===== src/rtl/collision_detector.sv =====
// ---------------------------------------------------------------------------
// collision_detector
//
// Classifies each snake move. On a step pulse the head, the apple and the
// segment count are snapshotted, then the body is scanned one segment per
// cycle looking for a self hit. A single REPORT cycle then decides:
//   wall or self hit -> badColl (sticky until reset / s_reset), state DEAD
//   head on apple    -> goodColl (held until the next accepted step)
//   otherwise        -> normal move
//
// Ports
//   clk        in   system clock, rising edge
//   reset      in   asynchronous reset, active-low
//   s_reset    in   synchronous game restart, active-high (beats step)
//   step       in   1-cycle pulse, body[0] holds the new head
//   body       in   MAX_LENGTH segments {x[7:4], y[3:0]}, body[0] = head;
//                   must stay stable from step until done (read live in SCAN)
//   length     in   live segment count (clamped to MAX_LENGTH)
//   apple      in   apple position {x, y}
//   goodColl   out  level, last move ate the apple
//   badColl    out  sticky, snake died
//   busy       out  high in SCAN and REPORT
//   done       out  1-cycle pulse, goodColl/badColl valid
//   dbg_state  out  current FSM state (IDLE=0, SCAN=1, REPORT=2, DEAD=3)
//
// Handshake: step is a fire-and-forget pulse. It is accepted only in IDLE;
// a step arriving while busy or in DEAD is dropped, never queued. Every
// accepted step yields exactly one done pulse max(len-1,1)+1 edges later,
// unless a reset aborts the scan (then no done at all).
// ---------------------------------------------------------------------------
module collision_detector #(
    parameter int MAX_LENGTH = 50,
    parameter int GRID_W     = 16,
    parameter int GRID_H     = 16,
    parameter int LW         = $clog2(MAX_LENGTH + 1)
) (
    input  logic                        clk,
    input  logic                        reset,
    input  logic                        s_reset,
    input  logic                        step,
    input  logic [MAX_LENGTH-1:0][7:0]  body,
    input  logic [LW-1:0]               length,
    input  logic [7:0]                  apple,
    output logic                        goodColl,
    output logic                        badColl,
    output logic                        busy,
    output logic                        done,
    output logic [1:0]                  dbg_state
);

    typedef enum logic [1:0] {
        IDLE   = 2'd0,
        SCAN   = 2'd1,
        REPORT = 2'd2,
        DEAD   = 2'd3
    } state_t;

    localparam logic [3:0]    X_MAX   = 4'(GRID_W - 1);
    localparam logic [3:0]    Y_MAX   = 4'(GRID_H - 1);
    localparam logic [LW-1:0] LEN_MAX = LW'(MAX_LENGTH);

    state_t        state;
    logic [7:0]    head_q;
    logic [7:0]    apple_q;
    logic [LW-1:0] len_q;
    logic [LW-1:0] idx;
    logic          hit;

    logic          wall;
    logic [LW:0]   idx_plus1;
    logic          last_scan;
    logic [LW-1:0] len_clamped;

    assign dbg_state = state;

    assign len_clamped = (length > LEN_MAX) ? LEN_MAX : length;

    assign wall = (head_q[7:4] == 4'd0) || (head_q[7:4] == X_MAX) ||
                  (head_q[3:0] == 4'd0) || (head_q[3:0] == Y_MAX);

    // One extra bit so idx+1 cannot wrap. With idx starting at 1 this also
    // makes len_q <= 1 finish SCAN after a single cycle.
    assign idx_plus1 = {1'b0, idx} + (LW + 1)'(1);
    assign last_scan = (idx_plus1 >= {1'b0, len_q});

    always_ff @(posedge clk or negedge reset) begin
        if (!reset) begin
            state    <= IDLE;
            head_q   <= '0;
            apple_q  <= '0;
            len_q    <= '0;
            idx      <= '0;
            hit      <= 1'b0;
            goodColl <= 1'b0;
            badColl  <= 1'b0;
            busy     <= 1'b0;
            done     <= 1'b0;
        end else if (s_reset) begin
            state    <= IDLE;
            head_q   <= '0;
            apple_q  <= '0;
            len_q    <= '0;
            idx      <= '0;
            hit      <= 1'b0;
            goodColl <= 1'b0;
            badColl  <= 1'b0;
            busy     <= 1'b0;
            done     <= 1'b0;
        end else begin
            done <= 1'b0;
            case (state)
                IDLE: begin
                    if (step) begin
                        head_q   <= body[0];
                        apple_q  <= apple;
                        len_q    <= len_clamped;
                        idx      <= LW'(1);
                        hit      <= 1'b0;
                        goodColl <= 1'b0;
                        busy     <= 1'b1;
                        state    <= SCAN;
                    end
                end

                SCAN: begin
                    if (idx < len_q) begin
                        if (body[idx] == head_q) begin
                            hit <= 1'b1;
                        end
                        idx <= idx + LW'(1);
                    end
                    if (last_scan) begin
                        state <= REPORT;
                    end
                end

                REPORT: begin
                    done <= 1'b1;
                    busy <= 1'b0;
                    // A death outranks an apple on the same move.
                    if (wall || hit) begin
                        badColl  <= 1'b1;
                        goodColl <= 1'b0;
                        state    <= DEAD;
                    end else begin
                        goodColl <= (head_q == apple_q);
                        state    <= IDLE;
                    end
                end

                DEAD: begin
                    badColl <= 1'b1;
                end

                default: begin
                    state <= IDLE;
                end
            endcase
        end
    end

endmodule


===== config.mk =====
export PLATFORM = sky130hd
export DESIGN_NAME = collision_detector
export DESIGN_NICKNAME = d
export VERILOG_FILES = /design/src/rtl/collision_detector.sv
export SDC_FILE = /design/constraint.sdc
export NUM_CORES = 1
export LEC_CHECK = 0
export ABC_CLOCK_PERIOD_IN_PS = 2800
export CORE_AREA = 2 2 165 167
export CTS_BUF_LIST = sky130_fd_sc_hd__clkbuf_4
export DETAILED_ROUTE_END_ITERATION = 16
export DIE_AREA = 0 0 167 169
export PLACE_DENSITY = 0.6
export SETUP_SLACK_MARGIN = 0.5
export SYNTH_ARGS = -nofsm -noshare
export SYNTH_HDL_FRONTEND = slang
export SYNTH_SLANG_ARGS = --single-unit

===== constraint.sdc =====
create_clock -name clk -period 2.8 [get_ports clk]
set_input_delay 0.7 -clock clk [delete_from_list [all_inputs] [get_ports clk]]
set_output_delay 0.7 -clock clk [all_outputs]
set_load 0.05 [all_outputs]

## Word-level counts from Yosys, hierarchy flattened

Cells that the tools add are included.

- Logic and storage cells: 84
- Bits in registers: 35
- Output and inout bits: 6

- Equality and inequality tests: 12
- Reductions and logical operators: 19
- Mux-type cells: 37
- $lt $le $gt $ge: 4
- $add $sub $neg: 2

Operators with widths:

| kind | count |
|---|---|
| 8-bit two-way mux | 7 |
| 8-bit binary-select mux with 6-bit select | 1 |
| 6-bit two-way mux | 7 |
| 8-bit equality test | 2 |
| 3-bit != test (second input constant) | 5 |
| 1-bit two-way mux | 12 |
| 6-bit case mux with 2 select lines | 1 |
| 3-bit nonzero test | 3 |
| 4-bit equality test (second input constant) | 2 |
| 4-bit zero test | 2 |
| 2-bit two-way mux | 4 |
| 1-bit case mux with 2 select lines | 4 |
| 6-bit by 1-bit adder with 7-bit output (second input constant) | 1 |
| 7-bit by 6-bit greater-or-equal comparator with 1-bit output | 1 |
| 6-bit by 7-bit less-than comparator with 1-bit output (second input constant) | 1 |
| 6-bit by 1-bit adder with 6-bit output (second input constant) | 1 |
| 6-bit > comparator (second input constant) | 1 |
| 6-bit less-than comparator | 1 |
| 2-bit case mux with 3 select lines | 1 |
| 2-bit AND reduction | 3 |
| 3-bit AND reduction | 2 |
| 2-bit equality test (second input constant) | 2 |
| 1-bit logical OR | 4 |
| 4-bit AND reduction | 1 |
| other kinds (4) | 5 |

## Logic depth before layout (Yosys ltp)

- Depth in word-level cells: 8
- Mapped depth: 14

## Worst setup path before layout

No wires, ideal clock.

- Kind: register to register
- Start: register idx[2]
- End: register state[0], in the netlist dbg_state[0]
- Cell stages (with the launch flop): 14
- Required time: 2.675 ns
- Slack: 0.040 ns
- Arrival: 2.635 ns
- Path buffers: 4
- Clock period less this slack: 2.760 ns
- Cells stage by stage: dfrtp_1 -> buf_2 -> buf_2 -> buf_1 -> buf_1 -> xor2_1 -> ha_1 -> o21ai_0 -> nand2b_1 -> a21oi_1 -> nor2b_1 -> o21ai_0 -> o2bb2ai_1 -> mux2_2

- Longest elaborated chain between the ends: 4

Ends and longest elaborated chain:

| item | line | RTL |
|---|---|---|
| start, declared | 66 | `logic [LW-1:0] idx;` |
| start signal, assigned | 130 | `idx <= idx + LW'(1);` |
| 6-bit by 1-bit adder with 7-bit output | 83 | `assign idx_plus1 = {1'b0, idx} + (LW + 1)'(1);` |
| 7-bit by 6-bit greater-or-equal comparator with 1-bit output | 84 | `assign last_scan = (idx_plus1 >= {1'b0, len_q});` |
| 3-bit != test (no line) | n/a |  |
| 3-bit AND reduction (no line) | n/a |  |
| end signal, assigned | 88 | `state <= IDLE;` |
| end signal, assigned | 99 | `state <= IDLE;` |
| end signal, assigned | 121 | `state <= SCAN;` |
| end, declared | 62 | `state_t state;` |

No other way between the ends.
A chain may end at the register's enable or synchronous reset.

## Final worst setup path

- Start: register idx[0]
- End: register hit

- Longest elaborated chain between the ends: 5

Ends and longest elaborated chain:

| item | line | RTL |
|---|---|---|
| 8-bit binary-select mux with 6-bit select | 127 | `if (body[idx] == head_q) begin` |
| 8-bit two-way mux (not written as such) | 127 |  |
| 8-bit equality test | 127 |  |
| 3-bit != test (no line) | n/a |  |
| 4-bit AND reduction (no line) * | n/a |  |
| end signal, assigned | 104 | `hit <= 1'b0;` |
| end signal, assigned | 118 | `hit <= 1'b0;` |
| end signal, assigned | 128 | `hit <= 1'b1;` |
| end, declared | 67 | `logic hit;` |

Every way passes the cells marked *; elsewhere a longest branch is shown, timed or not. The select of a mux whose other input is x is not followed.

==> results.yml <==
route:
  routedWlPerCell_microns: 24.3
  wl_met1_mm: 13.6
  top_layer: "met5"
  vias: 6725
  remaining_drc_errors: 0
  vias_per_cell: 5.03
  drt_iter0_drc: 454
  routed-wl-met3_mm: 2.43
  final_antenna_net_count: 0
  met2_wirelength_mm: 16.0
  drt_first_pass_iters: 8
  routed_wl_mm: 32.5
clock_tree:
  insertion_delay_ps: 350
  clock-sinks: 35
  cts_buffer_depth: 2
  cts_made_buffers: 5
  cts_tree: "done"
  cts_root_buf: "clkbuf_4"
  cts.reportedPaths.clkPinSlew_ps: 130
  cts_htree_levels: 2
power_and_ir_drop:
  powerDensity_mw_per_mm2: 576
  intPower_mw: 3.81
  peakVddDrop_uv: 336
  leakage_nw: 4.05
  clkPwrFrac: 0.059
  swShare: 0.406
  p_sw_mw: 2.60
  seq_power_share: 0.122
  power_frac_comb: 0.819
critical_path:
  slowest_delay_ps: 560
  startpoint: "idx[0]"
  crit_slowest_cell: "dfrtp_4"
  critPathKind: "flop to flop"
  crit_required_ps: 3080
  path_buf_inv: 5
  rr_worst_depth: 13
  critPathTopFamily: "multiplexers"
  cp.arrival_ps: 3040
  crit_chain: "buf_12 -> buf_6 -> buf_12 -> buf_12 -> mux4_2 -> mux2i_1 -> nor2_1 -> a211oi_2 -> buf_4 -> nor2_2 -> mux2i_1 -> nand4_1 -> o31ai_2"
  cp_max_fo: 7
  crit_top_cell: "buf_12"
  r2r_start: "idx[0]"
  r2r_slack_ps: 40
  rr_endpoint: "hit"
  cp-end-kind: "flop"
  cp-start-kind: "flop"
logic_synthesis:
  synth-seq-cells: 35
  syn-cell-area_sq_mm: 0.00555
  ys_seq_area_frac: 0.158
  synth_edf_count: 0
  synth_area_leaders: "mux4_2 (29%), dfrtp_1 (16%), mux2i_1 (12%)"
  synth_warnings: 0
  yosys.cell_count.top_type: "mux4_2"
  synth_area_leader_cell: "mux4_2"
  synth_cells: 528
  ys_types: 67
  synth.net_count: 962
  syn_avg_cell_area_sq_um: 10.5
  synthTopCellsByCount: "mux4_2 (72), mux2i_1 (68), dfrtp_1 (35)"
  yosysTopAreaCellShare: 0.292
  synth_ff_type: "dfrtp_1"
  synthArstFlopShare: 1.00
sta:
  setup_ws_ps: 36.6
  tns_ps: 0
  fmax_mhz: 362
  slew_violations: 0
  setup_viol: 0
  hold_viol: 0
  period_needed_ps: 2760
  fin_crit_sh: 0.987
  slew_headroom: 0.488
  tightest_slew_ps: 748
  finClkSkew_ps: 17.7
  rsz0062_at_grt: "true"
global_route:
  grt_max_degree: 36
  antenna_found_initial: 3
  grt_pass1_wl_mm: 45.5
  overflow: 0
  grt_pass1_vias: 7032
  grt_use_total: 0.219
die:
  design.die.area_sq_mm: 0.0282
  ioPinCount: 424
  rows: 60
  die_y_microns: 169
  initial_utilization: 0.209
  core_area_sq_mm: 0.0265
  die_w_microns: 167
finish:
  drive_gt1_frac: 0.222
  area.growth.synth_to_final_pct: 100
  nets: 1427
placed_design:
  portBuffers: 423
  dp_slack_ps: -476
  dp_hpwl_mm: 27.4
  globalplace.congestion: 0.902
min_path:
  min_from: "badColl"
  min_to: "badColl"
  min_path_cells: 2
  hold_path_class: "flop to flop"
status:
  status: "completed"
run:
  maxCapViolCount: 0
## worst reg2reg max path, stage by stage (launching register included)
cell	delay (ps)
dfrtp_4	560
buf_12	160
buf_6	110
buf_12	140
buf_12	140
mux4_2	420
mux2i_1	190
nor2_1	100
a211oi_2	150
buf_4	150
nor2_2	30
mux2i_1	160
nand4_1	130
o31ai_2	250
## registers in the layout, summed over array words and instances, names as in the netlist
signal	flops
apple_q	8
badColl	1
busy	1
dbg_state	2
done	1
goodColl	1
head_q	8
hit	1
idx	6
len_q	6
## area by class of cell
type	count	area, sq um
diodes	1	2.50
clock buffers	5	37.5
inverters	12	52.6
fillers	2593	15400
clock inverters	3	43.8
repair buffers	512	5150
well taps	341	427
flip-flops and latches	35	887
multi-input cells	427	4520
## repair_timing
action                     CTS  global route
buffers inserted            25             0
hold buffers                 0             0
pin swaps                    8             8
setup endpoints to repair   11             9
gates resized for setup     35            17
gates cloned                 3             0
## worst max path at each step
stage | end | slack, ps | cells after the start
3_3_place_gp | hit | -470 | 9
4_1_cts | hit | 80 | 11
2_1_floorplan | dbg_state[0] | 340 | 13
5_1_grt | hit | -30 | 13
3_5_place_dp | hit | -480 | 9
6_report | hit | 40 | 13
## layer usage
metal,track usage,vias up
li1,-,3066
met2,0.366,322
met4,0.0390,4
met1,0.292,3303
met5,0,-
met3,0.0503,30
## power by group through the flow
stage / combinational, mW / clock (mW) / sequential, mW
floorplan: 2.86 / 0 / 0.762
global placement: 4.46 / 0 / 0.817
detailed placement: 4.48 / 0 / 0.816
CTS: 5.23 / 0.386 / 0.777
global route: 5.60 / 0.413 / 0.799
finish: 5.24 / 0.380 / 0.781
## metrics by stage
| stage | utilization | hold WS, ps | area (sq um) | instances | power, mW |
|---|---|---|---|---|---|
| after CTS | 0.417 | 523 | 11100 | 1335 | 6.39 |
| after global routing | 0.420 | 546 | 11100 | 1335 | 6.81 |
| after floorplan | - | 404 | 5650 | 528 | 3.62 |
| after global placement | 0.396 | 484 | 10500 | 1299 | 5.27 |
| after detailed placement | 0.396 | 489 | 10500 | 1299 | 5.30 |
| final | 0.420 | 515 | 11100 | 1336 | 6.41 |
## cell families (layout without fill, tap and decap cells)
group	Yosys count	in the layout	share of synthesized area
mux	151	151	0.437
compound gates	133	133	0.174
simple gates	108	108	0.102
buf+inv	66	532	0.0629
flops	35	35	0.158
xor+xnor	19	19	0.0300
fa+ha+maj	16	16	0.0361
other cells	0	1	0
## cell usage in the layout (no fill, tap or decap), types with 5 or more instances in the layout
cell / count
a22oi_1: 7
xnor2_1: 12
buf_12: 13
clkbuf_4: 5
buf_6: 5
a21oi_1: 12
mux2i_1: 67
dfrtp_1: 30
buf_4: 68
nor2b_1: 9
mux4_2: 72
nand3_1: 9
nand2b_1: 13
o21ai_0: 9
o21ai_1: 15
clkdlybuf4s50_1: 421
o22ai_1: 8
nor2_1: 21
xor2_1: 5
mux2_2: 10
inv_1: 11
a221oi_1: 6
nor3_1: 9
a21oi_2: 5
o211ai_1: 6
ha_1: 12
a22o_1: 20
nand2_1: 20
Note: power is estimated with default switching activity, not from simulation.
